File: src/rtl/ifetch_unit.sv
// Instruction fetch: PC -> one-deep registered request -> in-order responses -> registered queue.
// Accept-to-inst_valid is at least 3 cycles; pc_ready stalls on a pending request or when in-flight plus queued plus discarded entries reach DEPTH.
module ifetch_unit #(
    parameter int DEPTH = 2
) (
    input  logic        clk,
    input  logic        reset,
    input  logic [31:0] pc_in,
    input  logic        pc_valid,
    output logic        pc_ready,
    input  logic        flush,
    output logic        imem_req,
    output logic [31:0] imem_addr,
    input  logic        imem_gnt,
    input  logic        imem_rvalid,
    input  logic [31:0] imem_rdata,
    output logic        inst_valid,
    input  logic        inst_ready,
    output logic [31:0] inst_out,
    output logic [31:0] inst_pc,
    output logic [31:0] inst_pc4
);

    localparam int CW = $clog2(DEPTH + 1);
    localparam int PW = $clog2(DEPTH);

    logic          req_q, req_d;
    logic          doomed_q, doomed_d;
    logic [31:0]   addr_q, addr_d;
    logic [31:0]   req_pc_q, req_pc_d;
    logic [31:0]   opc_q [DEPTH];
    logic [PW-1:0] o_rd_q, o_rd_d, o_wr_q, o_wr_d;
    logic [CW-1:0] o_cnt_q, o_cnt_d;
    logic [CW-1:0] disc_q, disc_d;
    logic [31:0]   qd_q [DEPTH];
    logic [31:0]   qp_q [DEPTH];
    logic [PW-1:0] q_rd_q, q_rd_d, q_wr_q, q_wr_d;
    logic [CW-1:0] q_cnt_q, q_cnt_d;

    logic          accept, gnt, pop, resp_any, resp_drop, resp_take, push, opush;
    logic [CW+1:0] occ;
    logic [CW+1:0] disc_sum;

    always_comb begin
        occ       = (CW+2)'(q_cnt_q) + (CW+2)'(o_cnt_q) + (CW+2)'(disc_q);
        pc_ready  = !reset && !flush && !req_q && (occ < (CW+2)'(DEPTH));
        accept    = pc_valid && pc_ready;
        gnt       = req_q && imem_gnt;
        pop       = (q_cnt_q != '0) && inst_ready;
        resp_any  = imem_rvalid && ((disc_q != '0) || (o_cnt_q != '0));
        resp_drop = imem_rvalid && (disc_q != '0);
        resp_take = imem_rvalid && (disc_q == '0) && (o_cnt_q != '0);
        push      = resp_take && !flush;
        // A request already charged to discard by an earlier flush never becomes outstanding.
        opush     = gnt && !doomed_q && !flush;
        disc_sum  = (CW+2)'(disc_q) + (CW+2)'(o_cnt_q) + (CW+2)'(req_q && !doomed_q)
                    - (CW+2)'(resp_any);
    end

    always_comb begin
        req_d    = req_q;
        doomed_d = doomed_q;
        addr_d   = addr_q;
        req_pc_d = req_pc_q;
        o_rd_d   = o_rd_q;
        o_wr_d   = o_wr_q;
        o_cnt_d  = o_cnt_q;
        disc_d   = disc_q;
        q_rd_d   = q_rd_q;
        q_wr_d   = q_wr_q;
        q_cnt_d  = q_cnt_q;

        if (gnt) begin
            req_d    = 1'b0;
            doomed_d = 1'b0;
        end
        if (accept) begin
            req_d    = 1'b1;
            addr_d   = {pc_in[31:2], 2'b00};
            req_pc_d = pc_in;
        end

        if (flush) begin
            disc_d  = disc_sum[CW-1:0];
            o_rd_d  = '0;
            o_wr_d  = '0;
            o_cnt_d = '0;
            q_rd_d  = '0;
            q_wr_d  = '0;
            q_cnt_d = '0;
            if (req_q && !gnt) begin
                doomed_d = 1'b1;
            end
        end else begin
            if (resp_drop) begin
                disc_d = disc_q - CW'(1);
            end
            if (opush) begin
                o_wr_d = o_wr_q + PW'(1);
            end
            if (resp_take) begin
                o_rd_d = o_rd_q + PW'(1);
            end
            o_cnt_d = o_cnt_q + CW'(opush) - CW'(resp_take);
            if (pop) begin
                q_rd_d = q_rd_q + PW'(1);
            end
            if (push) begin
                q_wr_d = q_wr_q + PW'(1);
            end
            q_cnt_d = q_cnt_q + CW'(push) - CW'(pop);
        end
    end

    always_ff @(posedge clk or posedge reset) begin
        if (reset) begin
            req_q    <= 1'b0;
            doomed_q <= 1'b0;
            addr_q   <= '0;
            req_pc_q <= '0;
            o_rd_q   <= '0;
            o_wr_q   <= '0;
            o_cnt_q  <= '0;
            disc_q   <= '0;
            q_rd_q   <= '0;
            q_wr_q   <= '0;
            q_cnt_q  <= '0;
            for (int i = 0; i < DEPTH; i++) begin
                opc_q[i] <= '0;
                qd_q[i]  <= '0;
                qp_q[i]  <= '0;
            end
        end else begin
            req_q    <= req_d;
            doomed_q <= doomed_d;
            addr_q   <= addr_d;
            req_pc_q <= req_pc_d;
            o_rd_q   <= o_rd_d;
            o_wr_q   <= o_wr_d;
            o_cnt_q  <= o_cnt_d;
            disc_q   <= disc_d;
            q_rd_q   <= q_rd_d;
            q_wr_q   <= q_wr_d;
            q_cnt_q  <= q_cnt_d;
            if (opush) begin
                opc_q[o_wr_q] <= req_pc_q;
            end
            if (push) begin
                qd_q[q_wr_q] <= imem_rdata;
                qp_q[q_wr_q] <= opc_q[o_rd_q];
            end
        end
    end

    assign imem_req   = req_q;
    assign imem_addr  = addr_q;
    assign inst_valid = (q_cnt_q != '0);
    assign inst_out   = qd_q[q_rd_q];
    assign inst_pc    = qp_q[q_rd_q];
    assign inst_pc4   = inst_pc + 32'd4;

endmodule

File: config.mk
export PLATFORM = sky130hd
export DESIGN_NAME = ifetch_unit
export DESIGN_NICKNAME = d
export VERILOG_FILES = /design/src/rtl/ifetch_unit.sv
export SDC_FILE = /design/constraint.sdc
export NUM_CORES = 1
export LEC_CHECK = 0
export CAP_MARGIN = 20
export CORE_MARGIN = 2
export CORE_UTILIZATION = 53
export CTS_CLUSTER_DIAMETER = 30
export DETAILED_ROUTE_END_ITERATION = 16
export PLACE_DENSITY_LB_ADDON = 0.12
export SYNTH_ARGS = -nofsm -noshare
export SYNTH_HDL_FRONTEND = slang
export SYNTH_SLANG_ARGS = --single-unit
File: constraint.sdc
create_clock -name clk -period 11.3 [get_ports clk]
set_input_delay 2.26 -clock clk [delete_from_list [all_inputs] [get_ports clk]]
set_output_delay 2.26 -clock clk [all_outputs]
set_load 0.03 [all_outputs]
==> reports/metrics.cfg, run 1 <==
[placed_design]
place_congestion = 0.7844
place_area_um2 = 13040
hpwlAfterDp_um = 15680
portBuffers = 199

[clock_network]
clk_latency_ns = 0.52
cts_buffers = 49
cts_setup_buffers = 0
cts.sinks = 236
cts_tree = yes
htreeDepth = 2
post_cts_resized = 0
hold_buffers = 0
cts-root-buf = clkbuf_16
clk_path_buf_depth = 3
clk_pin_slew_ns = 0.05

[timing]
setup_viol = 0
slew_violations = 0
fmax_mhz = 142.7
max_slew_margin = 0.3381
worstMarginPinSlew_ns = 0.9906
skew_ns = 0.01214
hold_violations = 0
setup_tns_ns = 0
rsz0062_at_grt = false
whs_ns = 0.4972
min_period_ns = 7.007
post-route-period-util = 0.6201

[synthesis]
synth_seq_cells = 236
synth.most_common_cell = dfrtp_1
synth_edf_count = 0
synth_common_cells = dfrtp_1, mux2_2, nor2_1
synth_cell_types = 47
avgSynthCellArea_um2 = 12.39
yosysSeqAreaShare = 0.5327
yosysTopAreaCell = dfrtp_1
ys_async_sr_fraction = 1.000
synth_area_leaders = dfrtp_1, mux2_2, mux2i_1
synth_top_area_frac = 0.5327
netlist_area_um2 = 11090
synth_warnings = 0
syn_inst = 895
synth_top_flop_cell = dfrtp_1

[status]
status = complete, no violations

[power]
powerDensity_nw_per_um2 = 294.6
ir_worst_vdd_mv = 0.1940
p_leak_nw = 6.789

[global_route]
antenna_found_initial = 0
grt_pass1_vias = 7698
overflow = 0
grt_pass1_wl_um = 39910
grt_max_degree = 84
grtUsageTotal = 0.2258

[setup_path]
arrival_ns = 4.75
crit_family = buffers and inverters
cp_slowest_cell = buf_4
cp_max_fo = 78
worst-setup-path-type = reg2out
endpoint_kind = output pin
cpPeakStageDelay_ns = 0.81
crit_chain = buf_4, mux2_2, ha_1, nand4_1, o22ai_1, nand3_1, nor4_1, xor2_1, clkdlybuf4s50_1
cp-start-kind = register
cp.required_ns = 9.04
crit_buf_inv = 2

[floorplan]
initial_core_util = 0.5444
die_y_um = 148.6
die_x_um = 148.6
pin_count = 202
die_area_um2 = 22090
row_count = 52
coreArea_um2 = 20360

[routing]
drt-vias-per-instance = 5.337
routed_wl_um = 24640
drtAntennaViolNets = 0
drt_iter0_markers = 328
firstDrtPassIters = 5
wl_per_cell_um = 17.77
num_vias = 7397
post-route-drc-count = 0

[min_path]
hold_class = reg2reg

[cells_and_area]
drive_gt1_frac = 0.2939
diodes = 0
final_design_area_no_fill_um2 = 14940
fillCellCount = 1437
layout.nets = 1159
area_delta_synth_final_pct = 34.74

[flow_run]
drv_cap = 0

[worst reg2reg max path, stage by stage (launching register included)]
cell and delay, ns:
dfrtp_1 0.39, inv_1 0.11, ha_1 0.19, o211ai_1 0.21, or2_2 0.41, nor2_4 0.76, buf_4 0.70, mux2_2 0.44
[flip-flops by register name (all words and copies together) (netlist names), named ones only]
register,flops
o_wr_q,1
q_wr_q,1
o_rd_q,1
q_rd_q,1
qp_q,64
disc_q,2
qd_q,64
opc_q,64
q_cnt_q,2
o_cnt_q,2
imem_req,1
req_pc_q,32
[stage by stage]
| step | util | total power [W] | std cells | setup WS [ns] |
|---|---|---|---|---|
| global route | 0.7335 | 0.004603 | 1386 | 3.900 |
| global placement | 0.6402 | 0.002823 | 1293 | 4.521 |
| finish | 0.7335 | 0.004401 | 1386 | 4.293 |
| CTS | 0.7308 | 0.004439 | 1384 | 4.168 |
| floorplan | - | 0.002316 | 896 | 2.565 |
| detailed placement | 0.6402 | 0.002845 | 1293 | 4.483 |
[logic make-up after synthesis]
kind of cell,count (synthesis),share of synthesized area
flip-flops,236,0.5327
buffers and inverters,99,0.04932
adder cells (fa/ha/maj),12,0.01490
XOR/XNOR,39,0.03081
multiplexers,257,0.2565
AO/OA/AOI/OAI,91,0.04480
other,1,0.0003382
AND/OR/NAND/NOR,160,0.07065
[where the power goes]
part / internal, W / switching, W
clock: 0.00112 / 0.000448
combinational: 0.000722 / 0.000856
sequential: 0.00108 / 0.000183
[layer usage]
metal / track usage / vias to the layer above / wire length, um
li1: - / 3468 / -
met1: 0.2979 / 3687 / 11040
met2: 0.3815 / 205 / 12050
met3: 0.04693 / 37 / 1144
met4: 0.06286 / 0 / 395
met5: 0 / - / 0
[cells in the final DEF (no fill, tap or decap), drive strengths merged, types with 2 or more instances in the layout]
| master | n |
|---|---|
| mux2 | 217 |
| nor2 | 83 |
| or2 | 2 |
| fa | 2 |
| dfrtp | 236 |
| a22oi | 4 |
| xnor2 | 23 |
| and2 | 2 |
| nor4 | 2 |
| nor2b | 2 |
| nor3 | 4 |
| nand3 | 18 |
| nor3b | 2 |
| nand4b | 2 |
| clkdlybuf4s50 | 199 |
| conb | 2 |
| a21oi | 69 |
| xor2 | 16 |
| bufinv | 10 |
| a31oi | 3 |
| nand2 | 19 |
| o21ai | 7 |
| a222oi | 2 |
| buf | 10 |
| mux2i | 40 |
| ha | 10 |
| clkinvlp | 5 |
| clkinv | 9 |
| nand4 | 8 |
| nand3b | 11 |
| inv | 20 |
| clkbuf | 66 |
[cell type report]
class / instances / area [um2] / area share
multi-input combinational: 561 / 4658 / 0.3118
tap: 270 / 337.8 / 0.02261
inverter: 19 / 78.83 / 0.005277
sequential: 236 / 5911 / 0.3957
timing repair buffer: 209 / 2107 / 0.1411
clock buffer: 66 / 1443 / 0.09657
clock inverter: 25 / 402.9 / 0.02697
[path summary, 6_finish.rpt]
path                       depth (start not counted)            to       from  slack [ns]
setup / recovery                                   9  inst_pc4[30]     q_rd_q        4.29
min in group asynchronous                          2     disc_q[1]      reset        2.22
hold reg to reg                                    1      qd_q[25]   qd_q[25]        0.50
hold / removal                                     1      qd_q[25]   qd_q[25]        0.50
setup reg to reg                                   7      qd_q[53]  disc_q[1]        7.96
max in group asynchronous                          4        q_rd_q      reset        7.28
(Power assumes the default switching activity.)
==> run 2: changes to the inputs <==
Settings changed: CORE_UTILIZATION 53 to 48.
Clock period 11.3 ns to 6.4 ns, I/O delays scaled along.
==> reports/metrics.cfg, run 2 (synthesized netlist as in run 1, its figures left out) <==
[clock_network]
clk_pin_slew_ns = 0.05
cts-root-buf = clkbuf_16
htreeDepth = 2
clk_latency_ns = 0.54
cts.sinks = 236
cts_setup_buffers = 0
post_cts_resized = 0
cts_buffers = 51
clk_path_buf_depth = 3
cts_tree = yes
hold_buffers = 0

[setup_path]
cpPeakStageDelay_ns = 0.94
cp-start-kind = register
reg2reg_to = req_pc_q[12]
r2r_cells = 8
arrival_ns = 4.34
rr_startpoint = o_cnt_q[1]
cp_max_fo = 60
crit_buf_inv = 2
crit_family = flip-flops
endpoint_kind = output pin
r2r_setup_slack_ns = 3.16
worst-setup-path-type = reg2out
startpoint = q_rd_q
cp_slowest_cell = dfrtp_4
cp_num_cells = 9
crit_chain = mux2i_1, inv_1, ha_1, nand4_1, o22ai_1, nand3_1, nor4_1, xor2_1, clkdlybuf4s50_1
cp.required_ns = 5.12
crit_path_end = inst_pc4[30]

[global_route]
grt_pass1_vias = 7518
grt_max_degree = 191
overflow = 0
grt_pass1_wl_um = 39450
antenna_found_initial = 0
grtUsageTotal = 0.2043

[status]
status = complete, no violations

[routing]
drtAntennaViolNets = 0
num_vias = 7312
wl_per_cell_um = 17.58
firstDrtPassIters = 5
routed_wl_um = 24640
drt-vias-per-instance = 5.215
drt_iter0_markers = 342
post-route-drc-count = 0

[timing]
setup_viol = 0
slew_violations = 0
skew_ns = 0.01325
setup_tns_ns = 0
worstMarginPinSlew_ns = 1.046
whs_ns = 0.4963
fin_ws_ns = 0.7796
max_slew_margin = 0.3024
hold_violations = 0
post-route-period-util = 0.8782
rsz0062_at_grt = false
fmax_mhz = 177.9
min_period_ns = 5.620

[placed_design]
hpwlAfterDp_um = 15790
place_ws_ns = 1.317
place_congestion = 0.7935
portBuffers = 199

[min_path]
hold_class = reg2reg

[cells_and_area]
final_common_cell = dfrtp_1
area_delta_synth_final_pct = 34.04
fillCellCount = 1731
diodes = 0
drive_gt1_frac = 0.2901
layout.nets = 1161
final_cell_mix = dfrtp_1, mux2_2, clkdlybuf4s50_1
final_util = 0.6564
largestRegisters = opc_q (64), qd_q (64), qp_q (64)

[power]
power_w = 0.007595
ir_worst_vdd_mv = 0.3291
p_leak_nw = 6.731
powerDensity_nw_per_um2 = 511.1

[floorplan]
die_y_um = 156.0
die_x_um = 156.0
coreArea_um2 = 22640
die_area_um2 = 24330
pin_count = 202
initial_core_util = 0.4897
row_count = 55

[flow_run]
drv_cap = 0

[run 2: cell count changes in the layout (fill, tap and decap cells not counted), sizes merged]
| cell | change |
|---|---|
| bufinv | -4 |
| clkinv | +2 |
| clkbuf | +1 |
| clkinvlp | +1 |
| inv | +1 |
[run 2: layer usage]
| metal | share of wire | up-vias | wire length [um] | track usage |
|---|---|---|---|---|
| met5 | 0 | - | 0 | 0 |
| met4 | 0.016 | 0 | 403 | 0.05723 |
| li1 | - | 3486 | - | - |
| met1 | 0.46 | 3591 | 11290 | 0.2750 |
| met2 | 0.47 | 193 | 11680 | 0.3325 |
| met3 | 0.051 | 42 | 1264 | 0.04889 |
[run 2: power by group]
| part | internal [W] | switching, W | total (W) | leakage, nW |
|---|---|---|---|---|
| Sequential | 0.00190 | 0.000344 | 0.00224 | 3.15 |
| Combinational | 0.00127 | 0.00148 | 0.00276 | 2.74 |
| Clock | 0.00179 | 0.000804 | 0.00259 | 0.840 |
[run 2: worst min path at each step]
| stage | slack [ns] | depth (start not counted) | start | to |
|---|---|---|---|---|
| after global placement | 0.48 | 1 | qd_q[27] | qd_q[27] |
| final | 0.50 | 1 | qd_q[48] | qd_q[48] |
| after detailed placement | 0.49 | 1 | qd_q[6] | qd_q[6] |
| after floorplan | 0.47 | 1 | qd_q[0] | qd_q[0] |
| after CTS | 0.50 | 1 | qd_q[48] | qd_q[48] |
| after global routing | 0.51 | 1 | qd_q[20] | qd_q[20] |
[run 2: metrics by stage]
step	cells	instance area, um2
2_1_floorplan	896	11090
3_3_place_gp	1308	13080
3_5_place_dp	1308	13080
4_1_cts	1400	14810
5_1_grt	1402	14860
6_report	1402	14860
[run 2: layout make-up]
cell class	count	area [um2]	share of cell area
clock inverter	25	317.8	0.02139
multi-input combinational	561	4658	0.3135
inverter	19	75.07	0.005052
tap	285	356.6	0.02400
clock buffer	67	1418	0.09539
sequential	236	5911	0.3977
timing repair buffer	209	2125	0.1430
